$ cat config.mk
export PLATFORM = sky130hd
export DESIGN_NAME = muldiv_unit_flat
export DESIGN_NICKNAME = d
export VERILOG_FILES = /design/src/rtl/muldiv_unit_if.sv /design/src/rtl/muldiv_unit.sv /design/src/flat_wrapper.sv
export SDC_FILE = /design/constraint.sdc
export NUM_CORES = 1
export LEC_CHECK = 0
export BUFFER_PORTS_ARGS = -buffer_cell sky130_fd_sc_hd__buf_2
export CAP_MARGIN = 20
export CORE_ASPECT_RATIO = 1.1
export CORE_UTILIZATION = 40
export CTS_BUF_LIST = sky130_fd_sc_hd__clkbuf_4 sky130_fd_sc_hd__clkbuf_8 sky130_fd_sc_hd__clkbuf_16
export DETAILED_ROUTE_END_ITERATION = 8
export SYNTH_ARGS = -nofsm -noshare
export SYNTH_HDL_FRONTEND = slang
export SYNTH_SLANG_ARGS = --single-unit
$ cat constraint.sdc
create_clock -name clock -period 4.4 [get_ports clock]
set_input_delay 0.44 -clock clock [delete_from_list [all_inputs] [get_ports clock]]
set_output_delay 0.44 -clock clock [all_outputs]
set_load 0.05 [all_outputs]
$ cat src/rtl/muldiv_unit_if.sv
// rtl/muldiv_unit_if.sv - operation encoding and EX <-> multiply/divide unit interface
package muldiv_pkg;
  typedef enum logic [2:0] {
    OP_NOP  = 3'd0,
    OP_MUL  = 3'd1,
    OP_MADD = 3'd2,
    OP_DIV  = 3'd3,
    OP_MTHI = 3'd4,
    OP_MTLO = 3'd5
  } muldiv_op_t;
endpackage

interface muldiv_unit_if #(
  parameter int WIDTH = 32
);
  import muldiv_pkg::*;

  logic             req_valid;
  muldiv_op_t       req_op;
  logic             req_unsigned;
  logic [WIDTH-1:0] req_a;
  logic [WIDTH-1:0] req_b;
  logic             kill;
  logic             busy;
  logic             done;
  logic [WIDTH-1:0] hi;
  logic [WIDTH-1:0] lo;

  modport master (
    output req_valid, req_op, req_unsigned, req_a, req_b, kill,
    input  busy, done, hi, lo
  );

  modport slave (
    input  req_valid, req_op, req_unsigned, req_a, req_b, kill,
    output busy, done, hi, lo
  );
endinterface

$ cat src/rtl/muldiv_unit.sv
// rtl/muldiv_unit.sv - iterative multiply / multiply-add / divide unit owning HI/LO
// One bit per cycle on magnitudes; signs and the MADD accumulate are applied in FIXUP.
module muldiv_unit
  import muldiv_pkg::*;
#(
  parameter int WIDTH = 32
) (
  input  logic         clock,
  input  logic         reset_n,
  muldiv_unit_if.slave bus
);
  localparam int CW = $clog2(WIDTH);

  typedef enum logic [1:0] {IDLE, PREP, ITER, FIXUP} state_t;

  state_t             state, state_next;
  muldiv_op_t         op_q;
  logic               uns_q, neg_prod, neg_rem, div_zero;
  logic [WIDTH-1:0]   a_raw, b_raw, mag_b;
  logic [2*WIDTH-1:0] prod, acc;
  logic [CW-1:0]      cnt;

  logic               accept, start, neg_a, neg_b, rem_ge;
  logic [WIDTH-1:0]   mag_a, rem_diff, quo_fix, rem_fix;
  logic [WIDTH:0]     add_sum, rem_shift;
  logic [2*WIDTH-1:0] prod_fix, mul_result;

  assign accept = bus.req_valid & ~bus.busy & ~bus.kill;
  assign start  = accept & (bus.req_op inside {OP_MUL, OP_MADD, OP_DIV});

  assign neg_a = ~uns_q & a_raw[WIDTH-1];
  assign neg_b = ~uns_q & b_raw[WIDTH-1];
  assign mag_a = neg_a ? -a_raw : a_raw;

  // prod holds {partial product, multiplier} for MUL and {remainder, quotient} for DIV
  assign add_sum   = {1'b0, prod[2*WIDTH-1:WIDTH]} + (prod[0] ? {1'b0, mag_b} : '0);
  assign rem_shift = {prod[2*WIDTH-1:WIDTH], prod[WIDTH-1]};
  assign rem_ge    = rem_shift >= {1'b0, mag_b};
  assign rem_diff  = rem_shift[WIDTH-1:0] - mag_b;

  assign prod_fix   = neg_prod ? -prod : prod;
  assign mul_result = (op_q == OP_MADD) ? prod_fix + acc : prod_fix;
  assign quo_fix    = neg_prod ? -prod[WIDTH-1:0] : prod[WIDTH-1:0];
  assign rem_fix    = neg_rem ? -prod[2*WIDTH-1:WIDTH] : prod[2*WIDTH-1:WIDTH];

  always_ff @(posedge clock or negedge reset_n) begin
    if (!reset_n) state <= IDLE;
    else          state <= state_next;
  end

  always_comb begin
    state_next = state;
    case (state)
      IDLE:    if (start) state_next = PREP;
      PREP:    state_next = ITER;
      ITER:    if (cnt == CW'(WIDTH - 1)) state_next = FIXUP;
      FIXUP:   state_next = IDLE;
      default: state_next = IDLE;
    endcase
    if (bus.kill) state_next = IDLE;
  end

  always_ff @(posedge clock or negedge reset_n) begin
    if (!reset_n) begin
      op_q     <= OP_NOP;
      uns_q    <= 1'b0;
      neg_prod <= 1'b0;
      neg_rem  <= 1'b0;
      div_zero <= 1'b0;
      a_raw    <= '0;
      b_raw    <= '0;
      mag_b    <= '0;
      prod     <= '0;
      acc      <= '0;
      cnt      <= '0;
      bus.busy <= 1'b0;
      bus.done <= 1'b0;
      bus.hi   <= '0;
      bus.lo   <= '0;
    end else begin
      bus.done <= 1'b0;
      bus.busy <= (state_next != IDLE);
      case (state)
        IDLE: if (accept) begin
          op_q  <= bus.req_op;
          uns_q <= bus.req_unsigned;
          a_raw <= bus.req_a;
          b_raw <= bus.req_b;
          if (bus.req_op == OP_MTHI) bus.hi <= bus.req_a;
          if (bus.req_op == OP_MTLO) bus.lo <= bus.req_a;
        end
        PREP: begin
          neg_prod <= neg_a ^ neg_b;
          neg_rem  <= neg_a;
          div_zero <= (b_raw == '0);
          mag_b    <= neg_b ? -b_raw : b_raw;
          prod     <= {{WIDTH{1'b0}}, mag_a};
          acc      <= {bus.hi, bus.lo};
          cnt      <= '0;
        end
        ITER: begin
          cnt <= cnt + 1'b1;
          if (op_q == OP_DIV)
            prod <= {(rem_ge ? rem_diff : rem_shift[WIDTH-1:0]), prod[WIDTH-2:0], rem_ge};
          else
            prod <= {add_sum, prod[WIDTH-1:1]};
        end
        FIXUP: if (!bus.kill) begin
          bus.done <= 1'b1;
          if (op_q == OP_DIV) begin
            bus.hi <= div_zero ? a_raw : rem_fix;
            bus.lo <= div_zero ? '1 : quo_fix;
          end else begin
            {bus.hi, bus.lo} <= mul_result;
          end
        end
        default: ;
      endcase
    end
  end
endmodule

$ cat src/flat_wrapper.sv
// flat-port wrapper written by rule: the top's interface ports become plain ports
module muldiv_unit_flat import muldiv_pkg::*;
#(
  parameter int WIDTH = 32
)
  (clock, reset_n, bus_req_valid, bus_req_op, bus_req_unsigned, bus_req_a, bus_req_b, bus_kill, bus_busy, bus_done, bus_hi, bus_lo);
  muldiv_unit_if #(.WIDTH(WIDTH)) bus_i ();
  input  logic clock;
  input  logic reset_n;
  input wire logic [$bits(bus_i.req_valid)-1:0] bus_req_valid;
  input wire logic [$bits(bus_i.req_op)-1:0] bus_req_op;
  input wire logic [$bits(bus_i.req_unsigned)-1:0] bus_req_unsigned;
  input wire logic [$bits(bus_i.req_a)-1:0] bus_req_a;
  input wire logic [$bits(bus_i.req_b)-1:0] bus_req_b;
  input wire logic [$bits(bus_i.kill)-1:0] bus_kill;
  output wire logic [$bits(bus_i.busy)-1:0] bus_busy;
  output wire logic [$bits(bus_i.done)-1:0] bus_done;
  output wire logic [$bits(bus_i.hi)-1:0] bus_hi;
  output wire logic [$bits(bus_i.lo)-1:0] bus_lo;
  assign bus_i.req_valid = bus_req_valid;
  assign bus_i.req_op = bus_req_op;
  assign bus_i.req_unsigned = bus_req_unsigned;
  assign bus_i.req_a = bus_req_a;
  assign bus_i.req_b = bus_req_b;
  assign bus_i.kill = bus_kill;
  assign bus_busy = bus_i.busy;
  assign bus_done = bus_i.done;
  assign bus_hi = bus_i.hi;
  assign bus_lo = bus_i.lo;
  muldiv_unit #(.WIDTH(WIDTH)) u_core (.clock(clock), .reset_n(reset_n), .bus(bus_i));
endmodule
* Word level (Yosys, flattened, before mapping)
Cells that the tools add are included.
** Word-level totals
- Register bits after elaboration :: 304
- Input bits :: 72
- Output and inout port bits :: 66
- Word-level logic and storage cells :: 88
** Operators by class
- Add/subtract/negate cells :: 9
- Order comparisons :: 1
- Equality and inequality tests :: 15
- Mux-type cells :: 29
- Bitwise operators :: 9
- Reductions and logical operators :: 9
** Operators with widths (count)
- 2-to-1 mux 32 bit :: 16
- 2-to-1 mux 64 bit :: 3
- negation 32 bit :: 4
- one-hot mux 32 bit (2 select lines) :: 2
- one-hot mux 64 bit (2 select lines) :: 1
- adder 64 bit :: 1
- negation 64 bit :: 1
- adder 32 x 33 -> 33 bit :: 1
- greater-or-equal comparator 33 x 32 -> 1 bit :: 1
- zero test 32 bit :: 1
- subtractor 32 bit :: 1
- equality test 3 x 2 -> 1 bit, second input constant :: 4
- one-hot mux 5 bit (2 select lines) :: 1
- one-hot mux 2 bit (4 select lines) :: 1
- AND reduction 4 bit :: 2
- equality test 3 bit, second input constant :: 2
- 2-to-1 mux 2 bit :: 3
- != test 2 x 1 -> 1 bit, second input constant :: 3
- nonzero test 2 bit :: 3
- adder 5 x 1 -> 5 bit, second input constant :: 1
- bitwise AND 1 bit :: 5
- equality test 5 bit, second input constant :: 1
- equality test 2 bit, second input constant :: 2
- equality test 3 x 1 -> 1 bit, second input constant :: 1
- other kinds (8) :: 11

* Longest topological paths before layout
- Depth in word-level cells :: 8
- Mapped depth :: 21
- Mapped depth without buffers :: 19

* Worst setup path before layout
OpenSTA, ideal clock, no wires.
- Path kind :: register to register
- Start point :: register u_core.prod[4]
- End point :: register u_core.bus.hi[26]
- Library setup time :: 0.078 ns
- Data arrival time :: 4.358 ns
- Data required time :: 4.322 ns
- Path slack :: -0.036 ns
- Stages on the path, launching flop included :: 19
- Buffers on the path :: 1
- Clock period less this slack :: 4.436 ns
- Cells stage by stage :: dfrtp_1 > nor4_4 > nand4b_1 > nor4_1 > nand4_1 > o41ai_1 > xnor2_1 > ha_1 > clkbuf_1 > a21o_1 > a21o_1 > a21o_1 > a211o_1 > a21oi_1 > a21oi_1 > a2111oi_0 > xnor2_1 > nand2_1 > a21oi_1
** Between the ends
- Word-level cells in the longest chain between the ends :: 7
** RTL lines
- start, declared :: RTL line muldiv_unit.sv:20 : logic [2*WIDTH-1:0] prod, acc;
- start signal, assigned :: RTL line muldiv_unit.sv:97 : prod <= {{WIDTH{1'b0}}, mag_a};
- start signal, assigned :: RTL line muldiv_unit.sv:104 : prod <= {(rem_ge ? rem_diff : rem_shift[WIDTH-1:0]), prod[WIDTH-2:0], rem_ge};
- start signal, assigned :: RTL line muldiv_unit.sv:106 : prod <= {add_sum, prod[WIDTH-1:1]};
- negation 64 bit :: RTL line muldiv_unit.sv:41 : assign prod_fix = neg_prod ? -prod : prod;
- 2-to-1 mux 64 bit (*) :: RTL line muldiv_unit.sv:41
- adder 64 bit :: RTL line muldiv_unit.sv:42 : assign mul_result = (op_q == OP_MADD) ? prod_fix + acc : prod_fix;
- 2-to-1 mux 64 bit (*) :: RTL line muldiv_unit.sv:42
- 2-to-1 mux 32 bit (*) :: RTL line muldiv_unit.sv:110 : if (op_q == OP_DIV) begin
- 2-to-1 mux 32 bit (*) :: RTL line muldiv_unit.sv:108 : FIXUP: if (!bus.kill) begin
- one-hot mux 32 bit (2 select lines) (*) :: RTL line muldiv_unit.sv:83 : case (state)
- end signal, assigned :: RTL line muldiv_unit.sv:89 : if (bus.req_op == OP_MTHI) bus.hi <= bus.req_a;
- end signal, assigned :: RTL line muldiv_unit.sv:111 : bus.hi <= div_zero ? a_raw : rem_fix;
- end signal, assigned :: RTL line muldiv_unit.sv:114 : {bus.hi, bus.lo} <= mul_result;
- end, declared :: RTL line muldiv_unit_if.sv:36 : output busy, done, hi, lo
Mark *: on every way between the ends. The rest lies on a longest branch, timed or not. The select of a mux whose other input is x is not followed.
A chain may end at the register's enable or synchronous reset.

* Worst setup path in the final report
- Start point :: register u_core.prod[27]
- End point :: register u_core.bus.hi[22]
The elaborated chain is that of the path after synthesis.

==> qor.csv <==
metric,value,unit
register area share after synthesis,0.306,
Hold Crit Class,input port to register,
Core ar.,0.0612,mm²
routed vias,25100,
CP cell instances,or4_4 -> nor4_4 -> buf_4 -> nand4_4 -> buf_6 -> o21ai_2 -> xnor2_2 -> ha_1 -> buf_4 -> nand4_1 -> a211o_1 -> inv_1 -> o211ai_1 -> a21oi_2 -> a21oi_1 -> xnor2_1 -> a221oi_1 -> o221ai_1,
worst setup margin,16.0,ps
post-route cell area,0.0323,mm²
Total Neg Setup Slack,0,ps
vias in the first global route,24000,
Reg-to-Reg Start,u_core.prod[27],
clk sinks,304,
Syn. warnings,0,
count of input and output buffers,137,
"Slowest-stage cell, CP",or4_4,
Wirelength per Cell,23.0,µm
gp weighted congestion,1.01,
Syn Area/Cell,8.36,µm²
power per cell area,913,mW/mm²
clk buf depth,3,
Post-Route WL,97.7,mm
Critical Path Sink Type,register,
Synth Instances,2972,
Post-synth EDFFs,0,
Root Driver,clkbuf_16,
post-synth cell types,89,
"Req. time, crit path",4830,ps
Multi-input gate area,0.0178,mm²
CP Launch Point,u_core.prod[27],
Die W,240,µm
post-place setup slack,-367,ps
Layout area overhead,29.8,%
Yosys reg bits,304,
via/cell ratio,5.91,
Crit Path Category,register to register,
Slew Limit Fails,0,
Die Y,263,µm
skew final,33.0,ps
dpl hpwl,75.3,mm
Max IR drop VDD,0.396,mV
IO Pins,138,
ant diodes,0,
unrepaired setup endpoints after global routing,true,
Leak Pwr,14.3,nW
dominant synthesized flop cell,dfrtp_1,
CP Max Fanout,8,
relative slew slack,0.303,
synthesized cell area,0.0249,mm²
Nets,3621,
CTS Buf Count,38,
status,completed,
WP data arrival,4820,ps
"FFs w/ async S/R, synth",1.00,
initial core utilization,0.406,
most frequent cell on the critical path,buf_4,
global-route wire length before repair,146,mm
maxcap violations,0,
Critical Path Max Stage Delay,560,ps
hold path startpoint,bus_req_b[1],
filler cell count,5732,
fin crit share,0.996,
Tmin final,4380,ps
pin count of the biggest net entering global routing,107,
latest clock arrival within the worst-skew pair,590,ps
H-tree Lvls,2,
die area,0.0631,mm²
Congestion Overflow GR,0,
FF+latch area,0.00761,mm²
CTS tree,yes,
Worst setup SP type,register,
hold violation count in the final report,0,
clock-pin slew on the worst setup and hold paths,60,ps
drc violations,0,
placed cell areas,0.0288,mm²
initial DRC count,2318,
syn_nets,3198,
GRT Overall Usage,0.301,
Setup-failing EPs final,0,
1st-pass router iterations,6,
Worst-Margin Slew,1040,ps
DRT antenna net count,0,
f_max,0.228,GHz
antenna violations before repair,2,
share of cells above drive strength 1,0.301,
row count,95,
-- where the power goes --
| group | internal [mW] | switching, mW | total (mW) |
|---|---|---|---|
| Sequential | 3.82 | 1.14 | 4.96 |
| Combinational | 9.69 | 11.5 | 21.2 |
| Clock | 1.99 | 1.33 | 3.32 |
-- sequential cells by signal (all words and copies together) (netlist names) --
register and cells:
u_core.cnt 5, u_core.bus.done 1, u_core.div_zero 1, u_core.mag_b 32
u_core.bus.busy 1, u_core.b_raw 32, u_core.neg_prod 1, u_core.op_q 3
u_core.bus.lo 32, u_core.bus.hi 32, u_core.uns_q 1, u_core.state 2
u_core.a_raw 32, u_core.acc 64, u_core.neg_rem 1, u_core.prod 64
-- area by class of cell --
type | instances | area share
clock buffer | 53 | 0.0356
clock inverter | 13 | 0.00473
inverter | 140 | 0.0163
multi-input combinational | 2346 | 0.551
sequential | 304 | 0.236
tap | 824 | 0.0320
timing repair buffer | 565 | 0.125
-- stage by stage --
stage / util / total power [mW] / cells / hold WS, ps
2_1_floorplan: - / 15.6 / 2972 / 144
3_3_place_gp: 0.471 / 22.6 / 4124 / 500
6_report: 0.527 / 29.5 / 4245 / 85.5
5_1_grt: 0.527 / 31.2 / 4245 / 89.6
4_1_cts: 0.501 / 26.9 / 4207 / 62.7
3_5_place_dp: 0.471 / 22.8 / 4124 / 506
-- worst paths after layout --
check / end / slack, ps / depth (start not counted)
max in group asynchronous: u_core.mag_b[29] / 2780 / 3
setup / recovery: u_core.bus.hi[22] / 20 / 18
setup reg to reg: u_core.bus.hi[22] / 20 / 18
hold reg to reg: u_core.cnt[0] / 510 / 1
min in group asynchronous: u_core.bus.hi[15] / 550 / 2
hold / removal: u_core.b_raw[1] / 90 / 3
-- cell usage after synthesis (all sizes together) (13+ instances only) --
cell | instances | area [µm²]
o21bai | 24 | 180
o22ai | 16 | 100
o21ai | 244 | 1220
a31oi | 63 | 394
and3 | 21 | 131
nand4 | 40 | 256
o221ai | 49 | 429
inv | 137 | 514
xnor2 | 186 | 1630
nand3 | 51 | 255
nor4 | 20 | 174
a221oi | 17 | 155
nor2b | 21 | 131
dfrtp | 304 | 7610
mux2i | 29 | 290
a21o | 77 | 578
nand2 | 287 | 1080
o41ai | 17 | 168
mux2 | 138 | 1550
a211oi | 13 | 97.6
ha | 151 | 1890
a21oi | 221 | 1110
xor2 | 65 | 569
o211ai | 72 | 541
or3 | 22 | 143
or2 | 13 | 81.3
nor2 | 239 | 900
o31ai | 31 | 233
nand2b | 16 | 100
nor3 | 38 | 190
buf | 18 | 90.1
o21a | 16 | 120
or4 | 20 | 158
clkbuf | 164 | 616
-- cell usage in the layout, fill, tap and decap left out, drive strengths merged, types with 49 or more instances in the layout --
| master | n |
|---|---|
| clkbuf | 53 |
| o21ai | 244 |
| a31oi | 63 |
| dfrtp | 304 |
| nand2 | 287 |
| o221ai | 49 |
| nor2 | 239 |
| a21o | 77 |
| mux2 | 138 |
| buf | 564 |
| xnor2 | 186 |
| xor2 | 65 |
| inv | 137 |
| ha | 151 |
| o211ai | 72 |
| nand3 | 51 |
| a21oi | 221 |
-- per-layer routing --
| metal | wire, µm | global-route usage |
|---|---|---|
| met4 | 4470 | 0.125 |
| met3 | 6320 | 0.0396 |
| met1 | 41300 | 0.395 |
| met5 | 28 | 0 |
| met2 | 45500 | 0.493 |
-- cells by family (layout without fill, tap and decap cells) --
logic type / after synthesis / after routing / share of synthesized area
compound gates: 946 / 946 / 0.245
xor+xnor: 251 / 251 / 0.0885
fa+ha+maj: 154 / 154 / 0.0784
buf+inv: 322 / 771 / 0.0495
flops: 304 / 304 / 0.306
mux: 167 / 167 / 0.0742
simple gates: 828 / 828 / 0.158
-- worst max-delay path, delay by kind of cell, from the launching register on --
kind | cells | cell delay [ps]
flip-flops | 1 | 380
AO/OA/AOI/OAI | 7 | 1440
adder cells (fa/ha/maj) | 1 | 330
AND/OR/NAND/NOR | 4 | 1100
buffers and inverters | 4 | 680
XOR/XNOR | 2 | 290
-- repair_timing --
| item | 4_1_cts | 5_1_grt |
|---|---|---|
| endpoints found under the hold margin | 70 | 0 |
| hold buffers | 1 | 0 |
| setup buffers | 16 | 40 |
| setup endpoints to repair | 29 | 40 |
| resized for setup | 94 | 249 |
| pin swaps | 33 | 107 |
Power figures use the tool's default switching activity.
